## config.mk

```make
export PLATFORM = sky130hd
export DESIGN_NAME = priority_encoder_n
export DESIGN_NICKNAME = d
export VERILOG_FILES = /design/src/rtl/priority_encoder_n_pkg.sv /design/src/rtl/priority_encoder_n_prio_search.sv /design/src/rtl/priority_encoder_n.sv
export SDC_FILE = /design/constraint.sdc
export NUM_CORES = 1
export LEC_CHECK = 0
export ABC_AREA = 1
export BUFFER_PORTS_ARGS = -buffer_cell sky130_fd_sc_hd__buf_2
export CORE_AREA = 2 2 39 41
export CTS_CLUSTER_DIAMETER = 30
export DETAILED_ROUTE_END_ITERATION = 16
export DIE_AREA = 0 0 41 43
export PLACE_DENSITY_LB_ADDON = 0.08
export SLEW_MARGIN = 20
export SYNTH_ARGS = -nofsm -noshare
export SYNTH_HDL_FRONTEND = slang
export SYNTH_SLANG_ARGS = --single-unit
```

## constraint.sdc

```tcl
create_clock -name clk -period 0.8 [get_ports clk]
set_input_delay 0.08 -clock clk [delete_from_list [all_inputs] [get_ports clk]]
set_output_delay 0.08 -clock clk [all_outputs]
set_load 0.05 [all_outputs]
```

## src/rtl/priority_encoder_n_pkg.sv

```systemverilog
// Shared definitions for the N-input registered priority encoder:
// mode encodings, output-register occupancy states and an index-width helper.
package priority_encoder_n_pkg;

  localparam int MODE_FIXED = 0;
  localparam int MODE_RR    = 1;

  typedef enum logic {
    EMPTY = 1'b0,
    FULL  = 1'b1
  } occ_state_e;

  // Ceiling log2 for tools that lack $clog2; returns 0 for value <= 1.
  function automatic int clog2(input int value);
    int result;
    int rem;
    result = 0;
    rem    = value - 1;
    while (rem > 0) begin
      result = result + 1;
      rem    = rem >> 1;
    end
    return result;
  endfunction

endpackage

```

## src/rtl/priority_encoder_n_prio_search.sv

```systemverilog
// Combinational descending search with wrap: starting at start_i and moving
// toward 0, then wrapping to N-1, report the first set request bit.
module prio_search #(
  parameter int N = 8,
  parameter int W = $clog2(N)
) (
  input  logic [N-1:0] req_i,
  input  logic [W-1:0] start_i,
  output logic         found_o,
  output logic [W-1:0] idx_o
);

  always_comb begin
    // NOTE: every combinational output gets a default before the search loop,
    // otherwise the paths where no bit is set would infer latches.
    found_o = 1'b0;
    idx_o   = '0;
    // Walk from the farthest offset to the nearest so the nearest set bit
    // (offset 0 = start_i) is the last to be written and wins.
    for (int o = N - 1; o >= 0; o--) begin
      int c;
      c = (int'(start_i) >= o) ? int'(start_i) - o : int'(start_i) + N - o;
      if (req_i[c[W-1:0]]) begin
        found_o = 1'b1;
        idx_o   = c[W-1:0];
      end
    end
  end

endmodule

```

## src/rtl/priority_encoder_n.sv

```systemverilog
// Registered N-input priority encoder with a one-entry valid/ready output
// stage; fixed (MSB-first) or round-robin arbitration selected by MODE.
module priority_encoder_n
  import priority_encoder_n_pkg::*;
#(
  parameter int N    = 8,
  parameter int W    = clog2(N),
  parameter int MODE = MODE_FIXED
) (
  input  logic         clk,
  input  logic         rst,
  input  logic [N-1:0] x,
  output logic         y,
  output logic [W-1:0] z,
  output logic         out_valid,
  input  logic         out_ready
);

  localparam logic [W-1:0] LAST_IDX = W'(N - 1);

  occ_state_e   state_q, state_d;
  logic [W-1:0] z_q, z_d;
  logic [W-1:0] p_q, p_d;

  logic [W-1:0] search_start;
  logic         found;
  logic [W-1:0] win_idx;
  logic         load;

  assign y = |x;

  // Fixed mode always searches from the top index; the pointer is only
  // consulted in round-robin mode.
  assign search_start = (MODE == MODE_RR) ? p_q : LAST_IDX;

  prio_search #(
    .N(N),
    .W(W)
  ) u_search (
    .req_i   (x),
    .start_i (search_start),
    .found_o (found),
    .idx_o   (win_idx)
  );

  assign load = ((state_q == EMPTY) || out_ready) && found;

  always_comb begin
    state_d = state_q;
    z_d     = z_q;
    p_d     = p_q;
    if (load) begin
      state_d = FULL;
      z_d     = win_idx;
      if (MODE == MODE_RR) begin
        // Next search begins just below the granted index, wrapping to N-1
        // rather than 2^W-1 so non-power-of-two N never yields an invalid index.
        p_d = (win_idx == '0) ? LAST_IDX : win_idx - W'(1);
      end
    end else if ((state_q == FULL) && out_ready) begin
      state_d = EMPTY;
    end
  end

  // NOTE: sequential state uses non-blocking assignments so every register
  // samples the pre-edge values, independent of statement order.
  always_ff @(posedge clk or posedge rst) begin
    if (rst) begin
      state_q <= EMPTY;
      z_q     <= '0;
      p_q     <= LAST_IDX;
    end else begin
      state_q <= state_d;
      z_q     <= z_d;
      p_q     <= p_d;
    end
  end

  assign z         = z_q;
  assign out_valid = (state_q == FULL);

endmodule

```

[Word level (Yosys, flattened, before mapping)]
Index checks and enable logic that the tools add are counted.
Storage, ports and cells
  word-level logic and storage cells: 25
  bits in registers: 4
  output and inout bits: 5
Operators by class
  reduce and logical (&&, ||, !) cells: 5
  bitwise logic cells: 1
  muxes and demuxes: 17
Operator list (number)
  2-to-1 mux 3 bit: 4
  2-to-1 mux 1 bit: 11
  OR reduction 8 bit: 1
  2-to-1 mux 2 bit: 2
  logical AND 1 bit: 2
  nonzero test 2 bit: 1
  logical OR 1 bit: 1
  inverter 1 bit: 1

[Longest topological paths before layout]
  depth in word-level cells: 10
  gate-level depth with buffers: 9
  gate-level depth less buffers: 9

[Modules after synthesis]
From an unflattened synthesis, not the netlist that was laid out.
Second synthesis, totals
  cell total of the unflattened synthesis: 145
  area total of the unflattened synthesis: 858.3 µm²
By module, submodules not included
  prio_search: cells an instance 121, sequential area each 0.0 µm², times used 1, area each 666.9 µm²
  priority_encoder_n: cells an instance 24, sequential area each 100.1 µm², times used 1, area each 191.4 µm²

[Least setup slack after synthesis]
No wires, ideal clock.
  path type: register to register
  start: reg state_q (netlist: out_valid)
  end: reg z_q[0] (netlist: z[0])
  buffers on the path: 0
  required time: 0.734 ns
  data arrival time: 1.048 ns
  period minus slack after synthesis: 1.114 ns
  cell stages (with the launch flop): 7
  slack: -0.314 ns
  path through: dfrtp_1 -> inv_2 -> nor2_1 -> inv_2 -> nand2_4 -> nand2_1 -> nand2_1
On the way
  longest elaborated chain between the ends: 3
RTL lines
  start: declaration: RTL line priority_encoder_n.sv:21  | occ_state_e state_q, state_d;
  start signal: assignment: RTL line priority_encoder_n.sv:73  | state_q <= state_d;
  inverter 1 bit: RTL line priority_encoder_n.sv:46  | assign load = ((state_q == EMPTY) || out_ready) && found;
  logical OR 1 bit: RTL line priority_encoder_n.sv:46
  logical AND 1 bit: RTL line priority_encoder_n.sv:46
  end signal: assignment: RTL line priority_encoder_n.sv:74  | z_q <= z_d;
  end: declaration: RTL line priority_encoder_n.sv:22  | logic [W-1:0] z_q, z_d;
Every way passes these cells.
A chain may end at the register's enable or synchronous reset.

[Final worst setup path]
  start: reg state_q (netlist: out_valid)
  end: out out_valid
RTL lines
  end: declaration: RTL line priority_encoder_n.sv:15  | output logic out_valid,
No word-level cell between the ends.

==> flow_summary.toml <==
[setup_path]
path_cells = "buf_6"
cp.required_ns = 0.72
max_stage_delay_ns = 0.40
crit_path_top_delay_cell = "dfrtp_2"
cp_top_family = "flip-flops"
critPathLaunch = "out_valid"
arrival_ns = 0.80
reg2reg_from = "out_valid"
crit_path_end_kind = "output pin"
cp-start-kind = "register"
critPathKind = "register to output pin"
cp_max_fo = 2
cp.buffers_inverters = 1

[clock_tree]
cts_root_buffer = "clkbuf_4"
htree_levels = 1
clk_pin_slew_ns = 0.04
cts.sinks = 4
numCtsBuffers = 3
clock_latency_ns = 0.24
cts_tree = "yes"
clk_path_buf_depth = 2

[cells_and_area]
antenna_cells = 0
fin_util = 0.408
stdcell_count = 86
most-common-layout-cells = "nand2_1, buf_4, buf_6"
area_delta_synth_final_pct = 109
post_route_cells_drive_above_1_share = 0.586
final_common_cell = "nand2_1"
nNetsFinal = 82

[yosys]
yosysTopAreaCell = "dfrtp_1"
avgSynthCellArea_um2 = 6.76
synth_top_cell_area_share = 0.370
synthDistinctLibCells = 11
ys_ff_latch = 4
syn_area_um2 = 270
yosys_warnings = 0
ys_seq_area_frac = 0.370
syn-num-nets = 51
netlist_top_cells_area = "dfrtp_1, nand2_1, inv_1"
synth_cells = 40

[grt]
grt_first_pass_wirelength_um = 1080
overflow = 0
antenna_found_initial = 0
grt_pass1_vias = 324
groute.usage.overall = 0.0922
grt_max_degree = 5

[timing]
min_period_ns = 0.876
timing.fmax_ghz = 1.14
fin_crit_sh = 1.10
skew_ns = 0.00410
fin_ws_ns = -0.0764
relSlewSlack = 0.870
hold_ws_ns = 0.142
slew_violations = 0
hold_viol = 0
setup_viol = 7
tns_ns = -0.328
rsz0062_at_grt = "yes"
worst_pin_slew_ns = 0.193

[place]
hpwl_um = 527
gp_congestion = 0.627
dp_cells = 74
place_ws_ns = -0.0906
portBuffers = 15

[drt]
wl_per_cell_um = 7.52
dr_total_vias = 331
postRouteAntennaNets = 0
first_iter_violations = 2
vias_per_cell = 3.85
first_pass_iters = 2
drt_wl_total_um = 647
drc_errors = 0

[power]
power_density_nw_per_um2 = 1320
power_switching_uw = 222
leakagePower_nw = 0.301
clockPowerShare = 0.371
power_switching_share = 0.299
power.internal_uw = 521
combPwrFrac = 0.324
irDropWorstVdd_mv = 0.310
power_frac_seq = 0.305

[min_path]
hold_class = "input pin to register"
min_from = "out_ready"

[floorplanning]
die_y_um = 43
die_area_um2 = 1760
ios = 16
rows = 14
core_um2 = 1380
die_x_um = 41
start_util = 0.195

[outcome]
status = "complete, but fails checks"
violations = "negative setup slack"

[job]
max_cap_violations = 0
[power groups by stage]
stage / sequential, mW / clock (mW) / combinational [mW]
final: 0.227 / 0.276 / 0.241
after global routing: 0.230 / 0.307 / 0.262
after CTS: 0.227 / 0.285 / 0.227
after detailed placement: 0.228 / 0 / 0.173
after global placement: 0.228 / 0 / 0.173
after floorplan: 0.278 / 0 / 0.0582
[cell usage after synthesis]
master,number
nand3_2,2
nor2_4,1
nand2_1,16
nor2_1,2
nand3_1,1
nand2_4,1
nor2_2,2
inv_2,4
inv_1,6
o21ai_0,1
dfrtp_1,4
[state kept, by name, indices dropped and copies added, names as in the netlist]
| register | count |
|---|---|
| z | 3 |
| out_valid | 1 |
[per-layer routing]
layer,GRT usage,vias up,wire [um],share of wire
li1,-,174,-,-
met1,0.0831,139,226,0.35
met2,0.159,16,363,0.56
met3,0.0157,2,45,0.070
met4,0.0800,0,12,0.019
met5,0,-,0,0
[cells by family after synthesis]
| group | count (synthesis) | share of synthesized area |
|---|---|---|
| and+or+nand+nor | 25 | 0.472 |
| buffers and inverters | 10 | 0.139 |
| DFF | 4 | 0.370 |
| AOI/OAI and AO/OA | 1 | 0.0185 |
[what timing repair did]
action / in CTS / in global routing
resized for setup: 15 / 5
hold buffers: 1 / 0
pin swaps: 4 / 5
gates cloned: 0 / 0
hold endpoints to repair: 4 / 0
setup endpoints to repair: 8 / 8
buffers inserted: 6 / 1
[metrics by stage]
step / cell area, um^2 / power, mW
6_report: 564 / 0.743
5_1_grt: 564 / 0.798
4_1_cts: 528 / 0.739
3_5_place_dp: 392 / 0.400
3_3_place_gp: 392 / 0.401
2_1_floorplan: 274 / 0.337
[worst paths after layout]
path	slack [ns]	cells after the start	endpoint
worst max-delay path	-0.08	1	out_valid
worst min-delay path	0.14	4	out_valid
worst max register to register	-0.04	6	z[2]
worst min register to register	0.58	3	z[2]
max in group asynchronous	0.37	3	out_valid
min in group asynchronous	0.27	3	z[2]
[final cells by class]
cell class,count,area (um^2)
clock buffer,4,26.3
inverter,10,37.5
multi-input combinational,26,155
fill,147,820
timing repair buffer,26,224
sequential,4,101
tap,16,20.0
(Power assumes the default switching activity.)
